`src/rtl/seg_scan_decoder_pkg.sv`:
```
// seg_scan_decoder_pkg: segment patterns, digit codes, FSM states and scan helpers
package seg_scan_decoder_pkg;
  localparam logic [7:0] SEG_0    = 8'hFC;
  localparam logic [7:0] SEG_1    = 8'h60;
  localparam logic [7:0] SEG_2    = 8'hDA;
  localparam logic [7:0] SEG_3    = 8'hF2;
  localparam logic [7:0] SEG_4    = 8'h66;
  localparam logic [7:0] SEG_5    = 8'hB6;
  localparam logic [7:0] SEG_6    = 8'hBE;
  localparam logic [7:0] SEG_7    = 8'hE0;
  localparam logic [7:0] SEG_8    = 8'hFE;
  localparam logic [7:0] SEG_9    = 8'hF6;
  localparam logic [7:0] SEG_DASH = 8'h02;
  localparam logic [3:0] CODE_DASH = 4'hA;
  localparam logic [3:0] CODE_BAD  = 4'hF;
  typedef enum logic [1:0] {IDLE, SETTLE, HELD} state_t;
  // Bit 7 of the select is display position 0, so position = 7 - bit index.
  function automatic logic [2:0] which_pos(input logic [7:0] w);
    logic [2:0] p;
    p = '0;
    for (int i = 0; i < 8; i++)
      if (w[i]) p = 3'(7 - i);
    return p;
  endfunction
  function automatic logic is_onehot(input logic [7:0] w);
    return (w != 8'h00) && ((w & (w - 8'd1)) == 8'h00);
  endfunction
endpackage

```
`src/rtl/seg_scan_decoder_seg7.sv`:
```
// seg7_to_code: maps an active-high {a..g,dp} pattern back to its digit code
module seg7_to_code
  import seg_scan_decoder_pkg::*;
(
  input  logic [7:0] pattern,
  output logic [3:0] code,
  output logic       bad
);
  always_comb begin
    case (pattern)
      SEG_0:    code = 4'h0;
      SEG_1:    code = 4'h1;
      SEG_2:    code = 4'h2;
      SEG_3:    code = 4'h3;
      SEG_4:    code = 4'h4;
      SEG_5:    code = 4'h5;
      SEG_6:    code = 4'h6;
      SEG_7:    code = 4'h7;
      SEG_8:    code = 4'h8;
      SEG_9:    code = 4'h9;
      SEG_DASH: code = CODE_DASH;
      default:  code = CODE_BAD;
    endcase
  end
  assign bad = (code == CODE_BAD);
endmodule

```
`src/rtl/seg_scan_decoder.sv`:
```
// seg_scan_decoder: samples a multiplexed 7-segment scan, waits for each digit to settle,
// decodes it and publishes a full 8-digit frame each time the scan wraps.
module seg_scan_decoder
  import seg_scan_decoder_pkg::*;
#(
  parameter int STABLE_CYC = 16,
  parameter int CNT_W      = 8
) (
  input  logic        clk,
  input  logic        rst,
  input  logic [7:0]  seg_which,
  input  logic [7:0]  seg_data,
  input  logic        err_clr,
  output logic [31:0] digits,
  output logic [7:0]  blank_mask,
  output logic        frame_valid,
  output logic        code_err,
  output logic        scan_err
);
  state_t            state_q, state_d;
  logic [CNT_W-1:0]  cnt_q, cnt_d;
  logic [7:0]        s_which_q, s_which_d, s_data_q, s_data_d;
  logic [7:0]        p_which_q, p_which_d, p_data_q, p_data_d;
  logic [3:0]        shadow_q [8];
  logic [3:0]        shadow_d [8];
  logic [7:0]        seen_q, seen_d;
  logic [2:0]        last_idx_q, last_idx_d;
  logic [31:0]       digits_q, digits_d;
  logic [7:0]        blank_q, blank_d;
  logic              fv_q, fv_d, code_err_q, code_err_d, scan_err_q, scan_err_d;
  logic [3:0]        code;
  logic              bad, changed, capture;
  logic [2:0]        idx;

  seg7_to_code u_dec (.pattern(s_data_q), .code(code), .bad(bad));

  assign idx     = which_pos(s_which_q);
  assign changed = {s_which_q, s_data_q} != {p_which_q, p_data_q};

  always_comb begin
    state_d    = state_q;
    cnt_d      = cnt_q;
    s_which_d  = seg_which;
    s_data_d   = seg_data;
    p_which_d  = s_which_q;
    p_data_d   = s_data_q;
    shadow_d   = shadow_q;
    seen_d     = seen_q;
    last_idx_d = last_idx_q;
    digits_d   = digits_q;
    blank_d    = blank_q;
    fv_d       = 1'b0;
    code_err_d = code_err_q & ~err_clr;
    scan_err_d = scan_err_q & ~err_clr;
    capture    = 1'b0;
    case (state_q)
      IDLE: if (s_which_q != 8'h00) begin
        cnt_d   = CNT_W'(1);
        state_d = SETTLE;
      end
      SETTLE: if (changed) begin
        cnt_d   = CNT_W'(1);
        state_d = (s_which_q == 8'h00) ? IDLE : SETTLE;
      end else if (cnt_q == CNT_W'(STABLE_CYC - 1)) begin
        capture = 1'b1;
        state_d = HELD;
      end else begin
        cnt_d = cnt_q + CNT_W'(1);
      end
      HELD: if (changed) begin
        cnt_d   = CNT_W'(1);
        state_d = (s_which_q == 8'h00) ? IDLE : SETTLE;
      end
      default: state_d = IDLE;
    endcase
    // A position at or left of the last captured one means the scan wrapped.
    if (capture && !is_onehot(s_which_q)) begin
      scan_err_d = 1'b1;
    end else if (capture) begin
      if (seen_q != 8'h00 && idx <= last_idx_q) begin
        for (int i = 0; i < 8; i++) digits_d[31-4*i -: 4] = shadow_q[i];
        blank_d = ~seen_q;
        fv_d    = 1'b1;
        seen_d  = s_which_q;
      end else begin
        seen_d = seen_q | s_which_q;
      end
      shadow_d[idx] = code;
      last_idx_d    = idx;
      code_err_d    = code_err_d | bad;
    end
  end

  always_ff @(posedge clk or negedge rst) begin
    if (!rst) begin
      state_q    <= IDLE;
      cnt_q      <= '0;
      s_which_q  <= '0;
      s_data_q   <= '0;
      p_which_q  <= '0;
      p_data_q   <= '0;
      shadow_q   <= '{default: '0};
      seen_q     <= '0;
      last_idx_q <= 3'd7;
      digits_q   <= '0;
      blank_q    <= 8'hFF;
      fv_q       <= 1'b0;
      code_err_q <= 1'b0;
      scan_err_q <= 1'b0;
    end else begin
      state_q    <= state_d;
      cnt_q      <= cnt_d;
      s_which_q  <= s_which_d;
      s_data_q   <= s_data_d;
      p_which_q  <= p_which_d;
      p_data_q   <= p_data_d;
      shadow_q   <= shadow_d;
      seen_q     <= seen_d;
      last_idx_q <= last_idx_d;
      digits_q   <= digits_d;
      blank_q    <= blank_d;
      fv_q       <= fv_d;
      code_err_q <= code_err_d;
      scan_err_q <= scan_err_d;
    end
  end

  assign digits      = digits_q;
  assign blank_mask  = blank_q;
  assign frame_valid = fv_q;
  assign code_err    = code_err_q;
  assign scan_err    = scan_err_q;
endmodule
```
`config.mk`:
```
export PLATFORM = sky130hd
export DESIGN_NAME = seg_scan_decoder
export DESIGN_NICKNAME = d
export VERILOG_FILES = /design/src/rtl/seg_scan_decoder_pkg.sv /design/src/rtl/seg_scan_decoder_seg7.sv /design/src/rtl/seg_scan_decoder.sv
export SDC_FILE = /design/constraint.sdc
export NUM_CORES = 1
export LEC_CHECK = 0
export ABC_AREA = 1
export CORE_UTILIZATION = 30
export DETAILED_ROUTE_END_ITERATION = 8
export PLACE_DENSITY_LB_ADDON = 0.25
export SYNTH_ARGS = -nofsm -noshare
export SYNTH_HDL_FRONTEND = slang
export SYNTH_SLANG_ARGS = --single-unit
export TNS_END_PERCENT = 5
```
`constraint.sdc`:
```
create_clock -name clk -period 3.3 [get_ports clk]
set_clock_uncertainty 0.05 [all_clocks]
set_input_delay 0.825 -clock clk [delete_from_list [all_inputs] [get_ports clk]]
set_output_delay 0.825 -clock clk [all_outputs]
set_load 0.1 [all_outputs]
```
==> results_tabular.tex, run 1 <==
\begin{tabular}{lr}
\hline
Metric & Value \\
\hline
\multicolumn{2}{l}{\textbf{Worst setup path}} \\
Critical path's slowest cell & dfrtp\_1 \\
Critical Path RT & roughly 3.6 ns \\
Type of destination of the critical path & flip-flop \\
Buf/Inv on CP & 3 \\
Maximum fanout count along the critical path & 27 \\
R2R Setup Slk & roughly 0.5 ns \\
Cell type with the highest occurrence count on the critical path & nand2\_1 \\
Sequence of cells on the critical path & nor2\_1, inv\_1, a21oi\_1, ha\_1, nand2\_1, o21ai\_0, nand2\_1, nand2\_1, inv\_1, buf\_4, nand4\_1, nand2\_1 \\
Arrival time at the worst endpoint & 3.10 ns \\
Family with the most delay on the worst path & simple AND/OR/NAND/NOR gates \\
Critical path start-end classification & flip-flop to flip-flop \\
Critical Path Source Type & flip-flop \\
Delay of the slowest cell on the worst path & approximately 0.46 ns \\
\multicolumn{2}{l}{\textbf{Synthesis}} \\
Fraction of synthesized cell area taken by the top area cell type & between 40\% and 50\% \\
Net Count, Synth & 730 \\
Synthesis Warnings & 0 \\
Top cells by area, synth & dfrtp\_1 49\%, nand2\_1 17\%, nand4\_1 8.3\% \\
Number of different library cells in the post-synthesis netlist & 26 \\
Main flop type after synthesis & dfrtp\_1 \\
Post-synthesis instance area & approximately 0.0059 mm² \\
Top post-synthesis cells by count & 263 x nand2\_1, 117 x dfrtp\_1, 79 x nand4\_1 \\
Count of mapped cells out of synthesis & around 700 \\
Count leader, synth & nand2\_1 \\
Register bit count reported by yosys & approximately 130 \\
Number of synthesized flops with an enable pin & 0 \\
Share of flip-flops with an asynchronous set or reset & between 90\% and 100\% \\
Cell type with the largest total area after synthesis & dfrtp\_1 \\
Avg Inst Size Synth & around 8.4 µm² \\
Post-synthesis sequential area ratio & a little over half \\
\multicolumn{2}{l}{\textbf{Global routing}} \\
Layer with the highest usage & met2 \\
Met2 track demand over resource & a little under a quarter \\
GRT met3 Usage & 4.06\% \\
Via count of the first global-routing pass & roughly 4700 \\
Global routing usage on met1 & 18.8\% \\
Maximum number of pins on one net before global-route repair & a little under 50 \\
Overflow after GRT & 0 \\
Wire length of the first global-routing pass & between 20000 and 25000 µm \\
Global routing usage summed across all routing layers & around 15\% \\
Antenna violations before repair & 0 \\
\multicolumn{2}{l}{\textbf{CTS}} \\
Clock network latency to the later pin of the worst-skew pair & 0.42 ns \\
Post-CTS setup buffers & 0 \\
Clock Tree Buf Depth & 2 \\
Post-cts resize count & 0 \\
CTS sink cnt & around 130 \\
Post-CTS Hold Buffers & 0 \\
Post-CTS clock slew at the launch and capture registers of the worst setup and hold paths & 0.06 ns \\
TritonCTS Buffers & 17 \\
Clock root buffer master & clkbuf\_16 \\
Level count of the clock H-tree & 4 \\
CTS tree & done \\
\multicolumn{2}{l}{\textbf{Placement}} \\
Placed wire-length estimate & between 9000 and 10000 µm \\
Post-placement setup slack & 0.537 ns \\
IO Port Bufs & between 60 and 70 \\
Final GP Congestion & about 0.83 \\
\multicolumn{2}{l}{\textbf{Timing}} \\
Count of final max-slew check failures & 0 \\
Fmax & 358 MHz \\
Setup Viol. Count Final & 0 \\
Worst slew margin & a little under three fifths \\
Final Hold Fails & 0 \\
Minimum period implied by the final worst setup slack & around 2.8 ns \\
Least setup slack across all paths after layout & 0.507 ns \\
Setup tns final & 0 ns \\
RSZ-0062 raised after global routing & no \\
Tightest Pin Transition & about 0.66 ns \\
Period Utilization, post-route & 84.6\% \\
\multicolumn{2}{l}{\textbf{Power and ir drop}} \\
Switching pwr & 0.831 mW \\
Fraction of power consumed by the clock network & between 50 and 60\% \\
Sequential power share & approximately 46\% \\
Total power per unit cell area & around 490 mW/mm² \\
Cell internal power dissipation & 2.71 mW \\
Maximum ir drop on the vdd rail & approximately 0.37 mV \\
Combinational share of power & under 10\% \\
Sw Ratio & 23.4\% \\
Leakage Power & around 3.8 nW \\
\multicolumn{2}{l}{\textbf{Detailed routing}} \\
Residual DRC & 0 \\
Vias per cell & about 4.6 \\
Via count & approximately 4800 \\
Initial DRT Pass Iterations & 4 \\
Final antenna-violating net count & 0 \\
Total wire length & $\sim$14000 µm \\
Drt initial violations & a little over 300 \\
Routed wirelength normalized by instance count & 13.0 µm \\
\multicolumn{2}{l}{\textbf{Floorplan}} \\
Area of the placeable core & 0.0195 mm² \\
Initial core utilization & between 30 and 40\% \\
Floorplan die width & between 100 and 150 µm \\
Count of boundary I/O pins & 62 \\
Height of the die & roughly 140 µm \\
Floorplan die area & between 0.02 and 0.025 mm² \\
Total number of placement rows & 51 \\
\multicolumn{2}{l}{\textbf{Layout}} \\
Number of inserted diodes & 0 \\
Area added between synthesis and finish & 22.6\% \\
Fin nets & 796 \\
Share of post-route cells with drive strength above 1 & between 10\% and 20\% \\
\multicolumn{2}{l}{\textbf{Status}} \\
Outcome & finished clean \\
\multicolumn{2}{l}{\textbf{Worst hold path}} \\
Min-Delay Path Class & input pin to asynchronous set/reset pin \\
\multicolumn{2}{l}{\textbf{Flow run}} \\
Number of max-capacitance violations reported & 0 \\
\hline
\end{tabular}
## state kept, by name, indices dropped and copies added (netlist names)
name,cells
scan_err,1
seen_q,8
p_which_d,8
frame_valid,1
digits,32
blank_mask,8
p_data_d,8
last_idx_q,3
shadow_q,32
cnt_q,8
code_err,1
state_q,2
p_which_q,8
p_data_q,8
## final cells by class
cell class / count / area (µm²)
clock buffers: 20 / 457
clock inverters: 12 / 110
fillers: 2042 / 12200
inverters: 64 / 240
multi-input cells: 488 / 2300
flip-flops and latches: 128 / 3220
well taps: 265 / 332
repair buffers: 74 / 623
## per-layer routing
layer	vias up	wire length, µm
met4	0	184
li1	2450	-
met5	-	0
met2	82	6400
met1	2269	6520
met3	14	535
## power by group through the flow
stage                     Clock (mW)  Combinational, mW  Sequential (mW)
after floorplan                    0             0.0708             1.63
after global placement             0              0.146             1.64
after detailed placement           0              0.148             1.64
after CTS                       1.85              0.149             1.61
after global routing            1.92              0.167             1.62
final                           1.79              0.143             1.61
## final timing paths
check | endpoint | startpoint | cells past startpoint
hold reg to reg | p_data_q[5]$_DFF_PN0_ | p_data_d[5]$_DFF_PN0_ | 0
max in group asynchronous | blank_mask[2]$_DFFE_PN1P_ | rst | 2
min in group clk | p_data_q[5]$_DFF_PN0_ | p_data_d[5]$_DFF_PN0_ | 0
setup reg to reg | digits[23]$_DFFE_PN0P_ | p_which_d[7]$_DFF_PN0_ | 12
hold / removal | digits[3]$_DFFE_PN0P_ | rst | 1
setup / recovery | digits[23]$_DFFE_PN0P_ | p_which_d[7]$_DFF_PN0_ | 12
## metrics by stage
step / power [mW] / area, µm² / hold slack (ns) / std cells / utilization [%]
3_5_place_dp: 1.79 / 6710 / 0.376 / 1019 / 34.5
4_1_cts: 3.61 / 7280 / 0.383 / 1051 / 37.4
3_3_place_gp: 1.79 / 6710 / 0.360 / 1019 / 34.5
6_report: 3.54 / 7280 / 0.376 / 1051 / 37.4
2_1_floorplan: 1.71 / 5940 / 0.345 / 707 / -
5_1_grt: 3.70 / 7280 / 0.404 / 1051 / 37.4
## kinds of logic after synthesis
group	after synthesis	share of synthesized area, %
and+or+nand+nor	436	33.1
DFF	128	54.1
AOI/OAI and AO/OA	43	4.00
buffers and inverters	91	7.18
xor gates and xnor gates	5	0.737
adders and majority gates	4	0.842
## cell usage in the layout, fill, tap and decap left out
cell	n
nand2_1	263
dfrtp_1	117
nand4_1	79
inv_1	56
buf_4	55
nor2_1	50
nand3_1	19
clkbuf_16	17
clkdlybuf4s50_1	17
a21oi_1	13
o21ai_1	11
dfstp_2	11
o21ai_0	10
nand3_2	9
inv_2	8
o21bai_1	8
xor2_1	5
nor2_4	4
nor3_1	4
ha_1	4
clkinvlp_4	4
nor4_1	3
clkinv_2	3
clkinv_4	3
nor2_2	2
clkbuf_8	2
buf_12	2
nand3b_1	1
o21a_1	1
or2_2	1
nand2_2	1
clkbuf_1	1
bufinv_16	1
inv_6	1
No activity file was read; power rests on OpenSTA's default activity.
==> run 2, diff against run 1 <==
==> constraint.sdc (replaced) <==
create_clock -name clk -period 2.3 [get_ports clk]
set_clock_uncertainty 0.05 [all_clocks]
set_input_delay 0.575 -clock clk [delete_from_list [all_inputs] [get_ports clk]]
set_output_delay 0.575 -clock clk [all_outputs]
set_load 0.1 [all_outputs]
==> results_tabular.tex, run 2 (synthesized netlist as in run 1, its figures left out) <==
\begin{tabular}{lr}
\hline
Metric & Value \\
\hline
\multicolumn{2}{l}{\textbf{Timing}} \\
Fmax & 457 MHz (+28\%) \\
Tightest Pin Transition & 0.462 ns (-0.197 ns) \\
RSZ-0062 raised after global routing & yes \\
Worst slew margin & 69.2\% (+13 points) \\
Minimum period implied by the final worst setup slack & 2.19 ns (-0.606 ns) \\
Final Hold Fails & 0 (unchanged) \\
Setup Viol. Count Final & 0 (unchanged) \\
Period Utilization, post-route & 95.1\% (+10 points) \\
Hold Worst Slack & 0.0581 ns (-0.318 ns) \\
Least setup slack across all paths after layout & 0.113 ns (-0.394 ns) \\
Count of final max-slew check failures & 0 (unchanged) \\
Setup tns final & 0 ns (unchanged) \\
\multicolumn{2}{l}{\textbf{Detailed routing}} \\
Drt initial violations & 295 (-4.5\%) \\
Residual DRC & 0 (unchanged) \\
Total wire length & 14000 µm (+2.6\%) \\
Via count & 4869 (+1.1\%) \\
Final antenna-violating net count & 0 (unchanged) \\
Vias per cell & 4.51 (-1.5\%) \\
Routed wirelength normalized by instance count & 13.0 µm (about the same) \\
Initial DRT Pass Iterations & 5 (+1) \\
\multicolumn{2}{l}{\textbf{CTS}} \\
Level count of the clock H-tree & 4 (unchanged) \\
Clock network latency to the later pin of the worst-skew pair & 0.42 ns (about the same) \\
Clock root buffer master & clkbuf\_16 \\
Clock Tree Buf Depth & 2 (unchanged) \\
Post-CTS clock slew at the launch and capture registers of the worst setup and hold paths & 0.06 ns (about the same) \\
CTS sink cnt & 128 (unchanged) \\
Post-cts resize count & 0 (unchanged) \\
Post-CTS Hold Buffers & 0 (unchanged) \\
Post-CTS setup buffers & 0 (unchanged) \\
TritonCTS Buffers & 17 (unchanged) \\
CTS tree & done \\
\multicolumn{2}{l}{\textbf{Power and ir drop}} \\
Fraction of power consumed by the clock network & 48.8\% (-1.7 points) \\
Cell internal power dissipation & 3.82 mW (+41\%) \\
Maximum ir drop on the vdd rail & 0.463 mV (+26\%) \\
Switching pwr & 1.19 mW (+43\%) \\
Combinational share of power & 5.2\% (+1.2 points) \\
Sequential power share & 46.0\% (+0.5 points) \\
Leakage Power & 4.00 nW (+5.4\%) \\
Total power per unit cell area & 641 mW/mm² (+32\%) \\
Sw Ratio & 23.7\% (+0.28 points) \\
\multicolumn{2}{l}{\textbf{Worst setup path}} \\
Maximum fanout count along the critical path & 7 (-74\%) \\
Critical Path Source Type & flip-flop \\
Critical path start-end classification & flip-flop to flip-flop \\
Arrival time at the worst endpoint & 2.44 ns (-0.66 ns) \\
Critical Path RT & 2.55 ns (-1.06 ns) \\
R2R Setup Slk & 0.11 ns (-0.39 ns) \\
Type of destination of the critical path & flip-flop \\
\multicolumn{2}{l}{\textbf{Global routing}} \\
Wire length of the first global-routing pass & 23000 µm (-1.1\%) \\
Antenna violations before repair & 0 (unchanged) \\
Maximum number of pins on one net before global-route repair & 46 (-6.1\%) \\
Global routing usage summed across all routing layers & 14.4\% (-0.32 points) \\
Via count of the first global-routing pass & 4626 (-0.84\%) \\
Overflow after GRT & 0 (unchanged) \\
\multicolumn{2}{l}{\textbf{Floorplan}} \\
Total number of placement rows & 51 (unchanged) \\
Floorplan die width & 143 µm (unchanged) \\
Floorplan die area & 0.0204 mm² (unchanged) \\
Count of boundary I/O pins & 62 (unchanged) \\
Area of the placeable core & 0.0195 mm² (unchanged) \\
Height of the die & 143 µm (unchanged) \\
Initial core utilization & 30.5\% (unchanged) \\
\multicolumn{2}{l}{\textbf{Layout}} \\
Area added between synthesis and finish & 31.6\% \\
Most used cells in the layout excluding fill and tap cells & 257 x nand2\_1, 116 x dfrtp\_1, 79 x nand4\_1 \\
Share of post-route cells with drive strength above 1 & 21.3\% (+5.5 points) \\
Number of inserted diodes & 0 (unchanged) \\
Fin nets & 824 (+3.5\%) \\
Leading cell type in the layout, fill and taps excluded & nand2\_1 \\
\multicolumn{2}{l}{\textbf{Status}} \\
Outcome & finished clean \\
\multicolumn{2}{l}{\textbf{Placement}} \\
Placed wire-length estimate & 9350 µm (-0.11\%) \\
Post-placement setup slack & 0.0327 ns (-0.504 ns) \\
Final GP Congestion & 0.870 (+4.2\%) \\
IO Port Bufs & 61 (unchanged) \\
\multicolumn{2}{l}{\textbf{Flow run}} \\
Number of max-capacitance violations reported & 0 (unchanged) \\
\multicolumn{2}{l}{\textbf{Worst hold path}} \\
Min-Delay Path Class & input pin to asynchronous set/reset pin \\
\hline
\end{tabular}
## run 2: final cells by class
class                      instances  area (µm²)
timing repair buffer             102        1100
multi-input combinational        488        2380
sequential                       128        3220
clock buffer                      20         457
fill                            1964       11600
clock inverter                    12        83.8
tap                              265         332
inverter                          64         240
## run 2: metrics by stage
| stage | total power [mW] | util [%] | instances | cell area, µm² |
|---|---|---|---|---|
| 2_1_floorplan | 2.45 | - | 707 | 5950 |
| 3_3_place_gp | 2.60 | 36.4 | 1041 | 7080 |
| 3_5_place_dp | 2.60 | 36.4 | 1041 | 7080 |
| 4_1_cts | 5.09 | 39.2 | 1073 | 7620 |
| 5_1_grt | 5.23 | 40.2 | 1079 | 7820 |
| 6_report | 5.01 | 40.2 | 1079 | 7820 |
## run 2: power by group through the flow
stage / clock network, mW / registers, mW / logic, mW
after floorplan: 0 / 2.35 / 0.102
after global placement: 0 / 2.34 / 0.255
after detailed placement: 0 / 2.34 / 0.256
after CTS: 2.53 / 2.30 / 0.257
after global routing: 2.62 / 2.31 / 0.297
final: 2.44 / 2.31 / 0.260
## run 2: per-layer routing
metal	vias up	global-route usage (%)	share of wire [%]
met2	74	22.6	48
li1	2508	-	-
met5	-	0	0
met3	11	3.29	3.3
met4	0	5.49	0.93
met1	2276	19.3	48
## run 2: worst max-delay path: stages, from the launching register on
cell and delay [ns]:
dfrtp_1 0.38, inv_2 0.07, buf_6 0.09, a21oi_2 0.05
o21ai_1 0.13, nand2_1 0.09, nand2_2 0.09, inv_2 0.05
ha_4 0.25, nand3_1 0.06, nand2_1 0.08, nand2_2 0.06
inv_2 0.10, nand3_4 0.19, clkbuf_16 0.23, nand2_1 0.06
nand2_1 0.05
## run 2: path summary, 6_finish.rpt
kind	startpoint	endpoint	cells after the start
hold reg to reg	p_data_d[5]$_DFF_PN0_	p_data_q[5]$_DFF_PN0_	0
min in group clk	p_data_d[5]$_DFF_PN0_	p_data_q[5]$_DFF_PN0_	0
max in group asynchronous	rst	shadow_q[7]$_DFFE_PN0P_	2
hold / removal	rst	digits[4]$_DFFE_PN0P_	1
setup / recovery	p_which_d[1]$_DFF_PN0_	digits[26]$_DFFE_PN0P_	16
setup reg to reg	p_which_d[1]$_DFF_PN0_	digits[26]$_DFFE_PN0P_	16
==> run 3, diff against run 2 <==
--- a/config.mk
+++ b/config.mk
@@ -6,6 +6,7 @@
 export NUM_CORES = 1
 export LEC_CHECK = 0
 export ABC_AREA = 1
+export CORE_MARGIN = 1.5
 export CORE_UTILIZATION = 30
 export DETAILED_ROUTE_END_ITERATION = 8
 export PLACE_DENSITY_LB_ADDON = 0.25
==> results_tabular.tex, run 3 (synthesized netlist as in run 1, its figures left out) <==
\begin{tabular}{lr}
\hline
Metric & Value \\
\hline
\multicolumn{2}{l}{\textbf{Placement}} \\
IO Port Bufs & 61 (unchanged) \\
Final GP Congestion & 0.879 (+1.0\%) \\
Area after DPL & 0.00713 mm² (+0.64\%) \\
Placed wire-length estimate & 9560 µm (+2.2\%) \\
Cell total after placement & 1047 (+0.58\%) \\
\multicolumn{2}{l}{\textbf{Worst setup path}} \\
Arrival time at the worst endpoint & 2.43 ns (about the same) \\
Critical Path RT & 2.56 ns (about the same) \\
Critical path start-end classification & flip-flop to flip-flop \\
Critical Path Source Type & flip-flop \\
Type of destination of the critical path & flip-flop \\
Maximum fanout count along the critical path & 8 (+1) \\
\multicolumn{2}{l}{\textbf{Worst hold path}} \\
Min-Delay Path Class & flip-flop to flip-flop \\
\multicolumn{2}{l}{\textbf{Global routing}} \\
Overflow after GRT & 0 (unchanged) \\
Global routing usage summed across all routing layers & 14.3\% (-0.062 points) \\
Antenna violations before repair & 0 (unchanged) \\
Wire length of the first global-routing pass & 23000 µm (+0.15\%) \\
Maximum number of pins on one net before global-route repair & 52 (+13\%) \\
Via count of the first global-routing pass & 4641 (+0.32\%) \\
\multicolumn{2}{l}{\textbf{Detailed routing}} \\
Via count & 4918 (+1.0\%) \\
Total wire length & 14100 µm (+0.69\%) \\
Routed wirelength normalized by instance count & 12.9 µm (-0.41\%) \\
Vias per cell & 4.51 (-0.10\%) \\
Final antenna-violating net count & 0 (unchanged) \\
Residual DRC & 0 (unchanged) \\
Drt initial violations & 270 (-8.5\%) \\
Initial DRT Pass Iterations & 5 (unchanged) \\
\multicolumn{2}{l}{\textbf{CTS}} \\
Level count of the clock H-tree & 4 (unchanged) \\
Clock Tree Buf Depth & 2 (unchanged) \\
TritonCTS Buffers & 17 (unchanged) \\
Clock network latency to the later pin of the worst-skew pair & 0.42 ns (about the same) \\
Post-CTS clock slew at the launch and capture registers of the worst setup and hold paths & 0.06 ns (about the same) \\
CTS tree & done \\
CTS sink cnt & 128 (unchanged) \\
Clock root buffer master & clkbuf\_16 \\
\multicolumn{2}{l}{\textbf{Floorplan}} \\
Floorplan die area & 0.0207 mm² (+1.4\%) \\
Area of the placeable core & 0.0195 mm² (unchanged) \\
Height of the die & 144 µm (+0.70\%) \\
Total number of placement rows & 51 (unchanged) \\
Floorplan die width & 144 µm (+0.70\%) \\
Count of boundary I/O pins & 62 (unchanged) \\
Initial core utilization & 30.5\% (unchanged) \\
\multicolumn{2}{l}{\textbf{Layout}} \\
Number of cells in the finished layout apart from fillers & 1091 (+1.1\%) \\
Fin nets & 836 (+1.5\%) \\
Summed area of non-filler cells in the final layout & 0.00802 mm² (+2.7\%) \\
Share of post-route cells with drive strength above 1 & 23.1\% (+1.9 points) \\
Area added between synthesis and finish & 35.1\% \\
Most used cells in the layout excluding fill and tap cells & 251 x nand2\_1, 117 x dfrtp\_1, 79 x nand4\_1 \\
Leading cell type in the layout, fill and taps excluded & nand2\_1 \\
Number of inserted diodes & 0 (unchanged) \\
\# fillers & 1951 (-0.66\%) \\
\multicolumn{2}{l}{\textbf{Power and ir drop}} \\
Leakage Power & 4.10 nW (+2.7\%) \\
Maximum ir drop on the vdd rail & 0.527 mV (+14\%) \\
Total power per unit cell area & 695 mW/mm² (+8.5\%) \\
\multicolumn{2}{l}{\textbf{Timing}} \\
Setup Viol. Count Final & 0 (unchanged) \\
Worst slew margin & 71.0\% (+1.8 points) \\
Period Utilization, post-route & 94.6\% (-0.48 points) \\
Minimum period implied by the final worst setup slack & 2.18 ns (-0.0111 ns) \\
Fmax & 460 MHz (+0.51\%) \\
Count of final max-slew check failures & 0 (unchanged) \\
Tightest Pin Transition & 0.434 ns (-0.0284 ns) \\
Final Hold Fails & 0 (unchanged) \\
\multicolumn{2}{l}{\textbf{Status}} \\
Outcome & finished clean \\
\multicolumn{2}{l}{\textbf{Flow run}} \\
Number of max-capacitance violations reported & 0 (unchanged) \\
\hline
\end{tabular}
==> run 3: changes by cell type in the layout (fill, tap and decap cells not counted), moves of 3 or more <==
cell       change
buf_4         +13
bufinv_16      +5
clkinv_2       -3
inv_6          -3
nand2_1        -6
nand2_2        +5
==> run 3: final timing paths <==
| check | start | endpoint | slack [ns] | cells after the start |
|---|---|---|---|---|
| worst max-delay path | p_which_d[0]$_DFF_PN0_ | digits[2]$_DFFE_PN0P_ | 0.12 | 16 |
| worst min-delay path | p_data_d[5]$_DFF_PN0_ | p_data_q[5]$_DFF_PN0_ | 0.38 | 0 |
| worst max register to register | p_which_d[0]$_DFF_PN0_ | digits[2]$_DFFE_PN0P_ | 0.12 | 16 |
| worst min register to register | p_data_d[5]$_DFF_PN0_ | p_data_q[5]$_DFF_PN0_ | 0.38 | 0 |
| max in group asynchronous | rst | last_idx_q[0]$_DFFE_PN1P_ | 1.08 | 3 |
| min in group asynchronous | rst | digits[31]$_DFFE_PN0P_ | 0.52 | 2 |
==> run 3: where the power goes <==
part | switching, mW | internal (mW)
Sequential | 0.0231 | 2.28
Combinational | 0.161 | 0.106
Clock | 1.02 | 1.98
==> run 3: routing by layer <==
layer  part of all wire (%)  GRT usage [%]
met5                      0              0
met4                    1.3           3.44
met3                    2.9           4.33
met2                     47           22.8
met1                     49           19.1
==> run 3: cell type report <==
class / instances / area (µm²) / share of cell area, %
inverters: 64 / 243 / 3.03
well taps: 265 / 332 / 4.13
clock buffers: 19 / 453 / 5.64
clock inverters: 13 / 209 / 2.60
multi-input cells: 488 / 2400 / 29.9
flip-flops and latches: 128 / 3220 / 40.1
repair buffers: 114 / 1170 / 14.6
==> run 3: per-stage QoR <==
step | total power, mW | setup TNS [ns] | hold WS, ns | util (%) | setup slack [ns]
5_1_grt | 5.81 | -0.522 | 0.410 | 41.2 | -0.0364
4_1_cts | 5.64 | 0 | 0.385 | 40.1 | 0.00927
3_5_place_dp | 2.60 | 0 | 0.373 | 36.6 | 0.00548
2_1_floorplan | 2.45 | 0 | 0.229 | - | 0.0521
3_3_place_gp | 2.60 | 0 | 0.364 | 36.6 | 0.0597
6_report | 5.58 | 0 | 0.385 | 41.2 | 0.124
==> run 3: worst max-delay path, stage by stage (launching register included) <==
cell and delay, ns:
dfrtp_1 0.39, inv_2 0.08, nand2_2 0.09, nor2_4 0.13, inv_2 0.06, nand3_2 0.08, inv_2 0.06, ha_4 0.23
a21oi_2 0.10, o21ai_1 0.08, nand2_2 0.07, nand2_2 0.06, inv_4 0.08, nand3_4 0.16, clkbuf_16 0.24, nand2_2 0.06
nand2_1 0.04
==> run 3: repair_timing <==
item	in CTS	in global routing
pin swaps	0	8
hold endpoints to repair	5	0
setup buffers	0	8
cloned	0	3
setup endpoints to repair	30	51
resized for setup	1	31
hold buffers	1	0
